--- config.mk ---
export PLATFORM = sky130hd
export DESIGN_NAME = bcd_countdown
export DESIGN_NICKNAME = d
export VERILOG_FILES = /design/src/rtl/bcd_countdown.sv
export SDC_FILE = /design/constraint.sdc
export NUM_CORES = 1
export LEC_CHECK = 0
export CORE_MARGIN = 1.5
export CORE_UTILIZATION = 45
export DETAILED_ROUTE_END_ITERATION = 10
export PLACE_DENSITY_LB_ADDON = 0.08
export SLEW_MARGIN = 20
export SYNTH_ARGS = -nofsm -noshare
export SYNTH_HDL_FRONTEND = slang
export SYNTH_SLANG_ARGS = --single-unit
export TNS_END_PERCENT = 50
--- constraint.sdc ---
create_clock -name clk -period 2 [get_ports clk]
set_input_delay 0.3 -clock clk [delete_from_list [all_inputs] [get_ports clk]]
set_output_delay 0.3 -clock clk [all_outputs]
set_load 0.005 [all_outputs]
--- src/rtl/bcd_countdown.sv ---
// bcd_countdown: two-digit BCD down-counter stepped by rising edges of tick,
// with load/start control and a one-cycle done pulse on expiry.
module bcd_countdown (
    input  logic       clk,
    input  logic       reset,
    input  logic       load,
    input  logic [3:0] preset_tens,
    input  logic [3:0] preset_units,
    input  logic       start,
    input  logic       tick,
    output logic [3:0] tens,
    output logic [3:0] units,
    output logic       busy,
    output logic       zero,
    output logic       done
);
    typedef enum logic [1:0] {IDLE = 2'd0, RUN = 2'd1, DONE = 2'd2} state_t;

    state_t     state, state_n;
    logic [3:0] tens_n, units_n;
    logic       done_n, tick_q, tick_rise;

    assign tick_rise = tick & ~tick_q;
    assign zero      = (tens == 4'd0) && (units == 4'd0);
    assign busy      = state == RUN;

    always_comb begin
        state_n = state;
        tens_n  = tens;
        units_n = units;
        done_n  = 1'b0;
        if (load) begin
            tens_n  = preset_tens  > 4'd9 ? 4'd9 : preset_tens;
            units_n = preset_units > 4'd9 ? 4'd9 : preset_units;
            state_n = IDLE;
        end else begin
            case (state)
                IDLE: state_n = (start && !zero) ? RUN : IDLE;
                RUN: begin
                    // zero guard keeps the count from ever wrapping to 99
                    if (tick_rise && !zero) begin
                        units_n = units == 4'd0 ? 4'd9 : units - 4'd1;
                        tens_n  = units == 4'd0 ? tens - 4'd1 : tens;
                        if (tens == 4'd0 && units == 4'd1) begin
                            state_n = DONE;
                            done_n  = 1'b1;
                        end
                    end
                end
                DONE:    state_n = DONE;
                default: state_n = IDLE;
            endcase
        end
    end

    always_ff @(posedge clk or negedge reset) begin
        if (!reset) begin
            state  <= IDLE;
            tens   <= 4'd0;
            units  <= 4'd0;
            done   <= 1'b0;
            tick_q <= 1'b0;
        end else begin
            state  <= state_n;
            tens   <= tens_n;
            units  <= units_n;
            done   <= done_n;
            tick_q <= tick;
        end
    end
endmodule

=== Word-level counts from Yosys, hierarchy flattened ===
Cells that the tools add are included.

* Register bits: 12
* Output and inout bits: 11
* Input port bits: 13
* Word-level logic and storage cells: 49

* Mux-type cells: 19
* Bitwise operators: 2
* $add $sub $neg: 2
* Reduce and logical (&&, ||, !) cells: 14
* Equality and inequality tests: 5
* Order comparisons: 2

{| class="wikitable"
|+ Operator list
! kind !! number
|-
| 2-to-1 mux 4 bit || 10
|-
| > comparator 4 bit (second input constant) || 2
|-
| zero test 4 bit || 2
|-
| subtractor 4 x 1 -> 4 bit (second input constant) || 2
|-
| 2-to-1 mux 2 bit || 3
|-
| inequality test 3 x 2 -> 1 bit (second input constant) || 2
|-
| one-hot mux 2 bit (3 select lines) || 1
|-
| nonzero test 2 bit || 3
|-
| 2-to-1 mux 1 bit || 5
|-
| == test 4 x 1 -> 1 bit (second input constant) || 1
|-
| logical AND 1 bit || 4
|-
| AND reduction 2 bit || 2
|-
| AND reduction 3 bit || 1
|-
| == test 2 x 1 -> 1 bit (second input constant) || 1
|-
| == test 2 bit (second input constant) || 1
|-
| zero test 2 bit || 1
|-
| bitwise AND 1 bit || 1
|-
| zero test 1 bit || 1
|-
| NOT 1 bit || 1
|}

=== Logic depth before layout (Yosys ltp) ===
* Depth in word-level cells: 7
* Gate-level depth with buffers: 6
* Mapped depth without buffers: 5

=== Worst setup path before layout ===
OpenSTA, ideal clock, no wires.

* Path type: register -> register
* From: register tens[0]
* To: register state[0]
* Buffers on the path: 1
* Stages on the path, launching flop included: 7
* Arrival time: 1.538 ns
* Setup slack: 0.326 ns
* Setup time: 0.136 ns
* Required time: 1.864 ns
* Period minus slack after synthesis: 1.674 ns
* Path through: dfrtp_1 inv_1 ha_1 or3b_1 clkbuf_1 o31a_1 mux2i_1

* Word-level cells in the longest chain between the ends: 7
* Elaborated cells between the ends (all ways): 12
* Those cells by class: 2 x eq/ne; 3 x mux; 7 x reduce/logical

{| class="wikitable"
|+ RTL lines
! what !! line !! text
|-
| start, declared || 11 || <nowiki>output logic [3:0] tens,</nowiki>
|-
| start signal, assigned || 65 || <nowiki>tens <= tens_n;</nowiki>
|-
| zero test 4 bit (*) || 24, 44 ||
|-
| logical AND 1 bit || 24 || <nowiki>assign zero = (tens == 4'd0) && (units == 4'd0);</nowiki>
|-
| zero test 1 bit || 38, 41 ||
|-
| logical AND 1 bit || 38 || <nowiki>IDLE: state_n = (start && !zero) ? RUN : IDLE;</nowiki>
|-
| 2-to-1 mux 1 bit || 38 ||
|-
| one-hot mux 2 bit (3 select lines) || 37 || <nowiki>case (state)</nowiki>
|-
| 2-to-1 mux 2 bit || 32 || <nowiki>if (load) begin</nowiki>
|-
| end signal, assigned || 64 || <nowiki>state <= state_n;</nowiki>
|-
| end, declared || 19 || <nowiki>state_t state, state_n;</nowiki>
|}

Every way passes the cells marked *; elsewhere a longest branch is shown, timed or not.
A chain may end at the register's enable or synchronous reset.

=== Worst setup path after layout ===
* From: register tens[0]
* To: output zero

* Word-level cells in the longest chain between the ends: 2

{| class="wikitable"
|+ RTL lines
! what !! line !! text
|-
| zero test 4 bit || 24 ||
|-
| logical AND 1 bit || 24 ||
|-
| end, declared || 14 || <nowiki>output logic zero,</nowiki>
|}

Every way passes these cells.

==> impl_metrics.toml <==
[sta]
final.period_utilization = 0.911
relSlewSlack = 0.628
finalSetupTns_ns = 0
setup_viol = 0
worst_slack_ns = 0.178
finClkSkew_ns = 0.00164
max_slew.worst_pin.slew_ns = 0.557
hold_viol_final = 0
period_minus_slack_ns = 1.82
rsz0062_at_grt = "no"
max_freq_ghz = 0.549
final_max_slew_viol_count = 0

[grt]
overflow = 0
grt_pass1_vias = 735
grt_max_degree = 19
grt_pass1_wl_mm = 3.02
antenna_found_initial = 0
grt_util_all_layers = 0.211

[setup_path]
crit_path_top_delay_cell = "dfrtp_1"
setup.worst_path.end_class = "output pin"
cp.depth = 6
startpoint_type = "flip-flop"
crit_buf_inv = 2
crit_arrival_ns = 1.52
regToRegSetupSlack_ns = 0.19
worst-path-max-fanout = 3
r2r-start = "tens[0]"
critPathMaxStageDelay_ns = 0.38
path_class = "flip-flop to output pin"
crit_required_ns = 1.70
cp_top_family = "flip-flops"
reg2reg_to = "state[0]"
reg2regPathDepth = 5
path_cells = "inv_1 > ha_1 > nor3b_2 > nand2_1 > nor2_1 > dlygate4sd2_1"

[synth]
async_flop_share = 1.00
yosysUniqueCellTypes = 32
synth_cells = 89
synth_area_leaders = "dfrtp_1 38%, ha_1 6.3%, o21ai_0 4.4%"
yosysMostFrequentCell = "dfrtp_1"
synth_common_cells = "12 x dfrtp_1, 9 x inv_1, 7 x o21ai_0"
synth_top_cell_by_area = "dfrtp_1"
synthesis.area_um2 = 795
ys_ff_latch = 12
synthesis.nets = 106
synth_top_area_frac = 0.378
synth_edf_count = 0
syn_area_per_cell_um2 = 8.93
ys.flop_type = "dfrtp_1"
ys_seq_area_frac = 0.378
ys_warn_count = 0

[power]
power_frac_seq = 0.462
pwr-share-comb = 0.306
ir_worst_vdd_mv = 0.630
p_leak_uw = 0.000446
powerDensity_mw_per_mm2 = 573
power.internal_uw = 445
pwr-share-clk = 0.232
swShare = 0.292
p_switching_uw = 183

[floorplan]
dieArea_mm2 = 0.00203
rows = 15
pin_count = 24
design.core.area_mm2 = 0.00169
die_h_um = 45.0
die_w_um = 45.0
initial_core_util = 0.470

[finish]
nets = 135
post-route-cell-area_mm2 = 0.00110
antennaDiodeCount = 0
final_core_util = 0.649
syn_to_final_growth_pct = 38.0
drive_gt1_frac = 0.0948
final_cells = 133

[routing]
postRouteAntennaNets = 0
totalWireLength_mm = 1.86
vias = 756
initialDrtViolationCount = 23
first_pass_iters = 4
via_per_inst = 5.68
drc = 0
routedWlPerCell_um = 14.0

[place]
dp_hpwl_mm = 1.38
gp_congestion = 0.770
dp_slack_ns = 0.0528
place_area_mm2 = 0.00105
place_inst = 128
io_buffers = 23

[clock_tree]
clockRootBuffer = "clkbuf_4"
ctsHoldBuffers = 0
clock_path_buffers = 2
numCtsBuffers = 3
insertion_delay_ns = 0.27
cts_tree = "done"
cts.sinks = 12
htreeDepth = 1
clk_pin_slew_ns = 0.07

[job]
drv_cap = 0

[min_path]
hold_path_class = "input pin to asynchronous set/reset pin"

[outcome]
status = "completed"
area by class of cell:
type | instances | area, um^2
Inverter | 9 | 33.8
Timing Repair Buffer | 29 | 274
Multi-Input combinational cell | 63 | 444
Fill cell | 139 | 593
Sequential cell | 12 | 300
Clock buffer | 3 | 22.5
Tap cell | 17 | 21.3
kinds of logic after synthesis:
kind of cell,Yosys count,share of synthesized area
and+or+nand+nor,34,0.254
DFF,12,0.378
buffers and inverters,14,0.0693
AOI/OAI and AO/OA,22,0.198
adders and majority gates,4,0.0630
muxes,3,0.0378
metrics by stage:
step                hold WS, ns  total power [uW]
floorplan               0.00441               388
global placement          0.530               476
detailed placement        0.558               483
CTS                       0.407               635
global route              0.448               672
finish                    0.386               628
cell usage in the layout (no fill, tap or decap), types with 2 or more instances in the layout:
cell type	count
nor4_1	2
buf_4	6
nand2b_1	2
nand2_1	5
or3_1	2
ha_1	4
clkbuf_4	3
a31oi_1	2
clkdlybuf4s50_1	22
o31a_1	2
inv_1	9
nor2_1	4
mux2i_1	3
a32oi_1	2
dfrtp_1	12
o21ai_0	7
o41ai_1	2
nor2b_1	5
nand3_1	4
nand3b_1	4
worst max-delay path by stage:
stage	startpoint	endpoint	slack [ns]
after floorplan	tens[0]	state[0]	0.33
after global placement	tens[0]	zero	0.13
after detailed placement	tens[0]	zero	0.05
after CTS	tens[0]	zero	0.17
after global routing	tens[0]	zero	0.03
final	tens[0]	zero	0.18
power by group through the flow:
stage,clock [uW],sequential [uW],combinational [uW]
detailed placement,0,295,188
global route,163,295,214
finish,146,290,192
CTS,150,290,194
global placement,0,294,182
floorplan,0,292,96.3
layer usage:
| metal | track usage | up-vias | wire, um |
|---|---|---|---|
| li1 | - | 380 | - |
| met1 | 0.247 | 354 | 817 |
| met2 | 0.363 | 20 | 929 |
| met3 | 0.0720 | 2 | 91 |
| met4 | 0.0647 | 0 | 21 |
| met5 | 0 | - | 0 |
sequential cells by signal, summed over array words and instances (netlist names):
register	flops
units	4
tens	4
tick_q	1
state	2
done	1
timing repair:
item | in CTS | in global routing
hold endpoints to repair | 0 | 0
setup buffers | 2 | 0
gates resized for setup | 2 | 0
setup endpoints to repair | 1 | 0
Note: power is estimated with default switching activity, not from simulation.
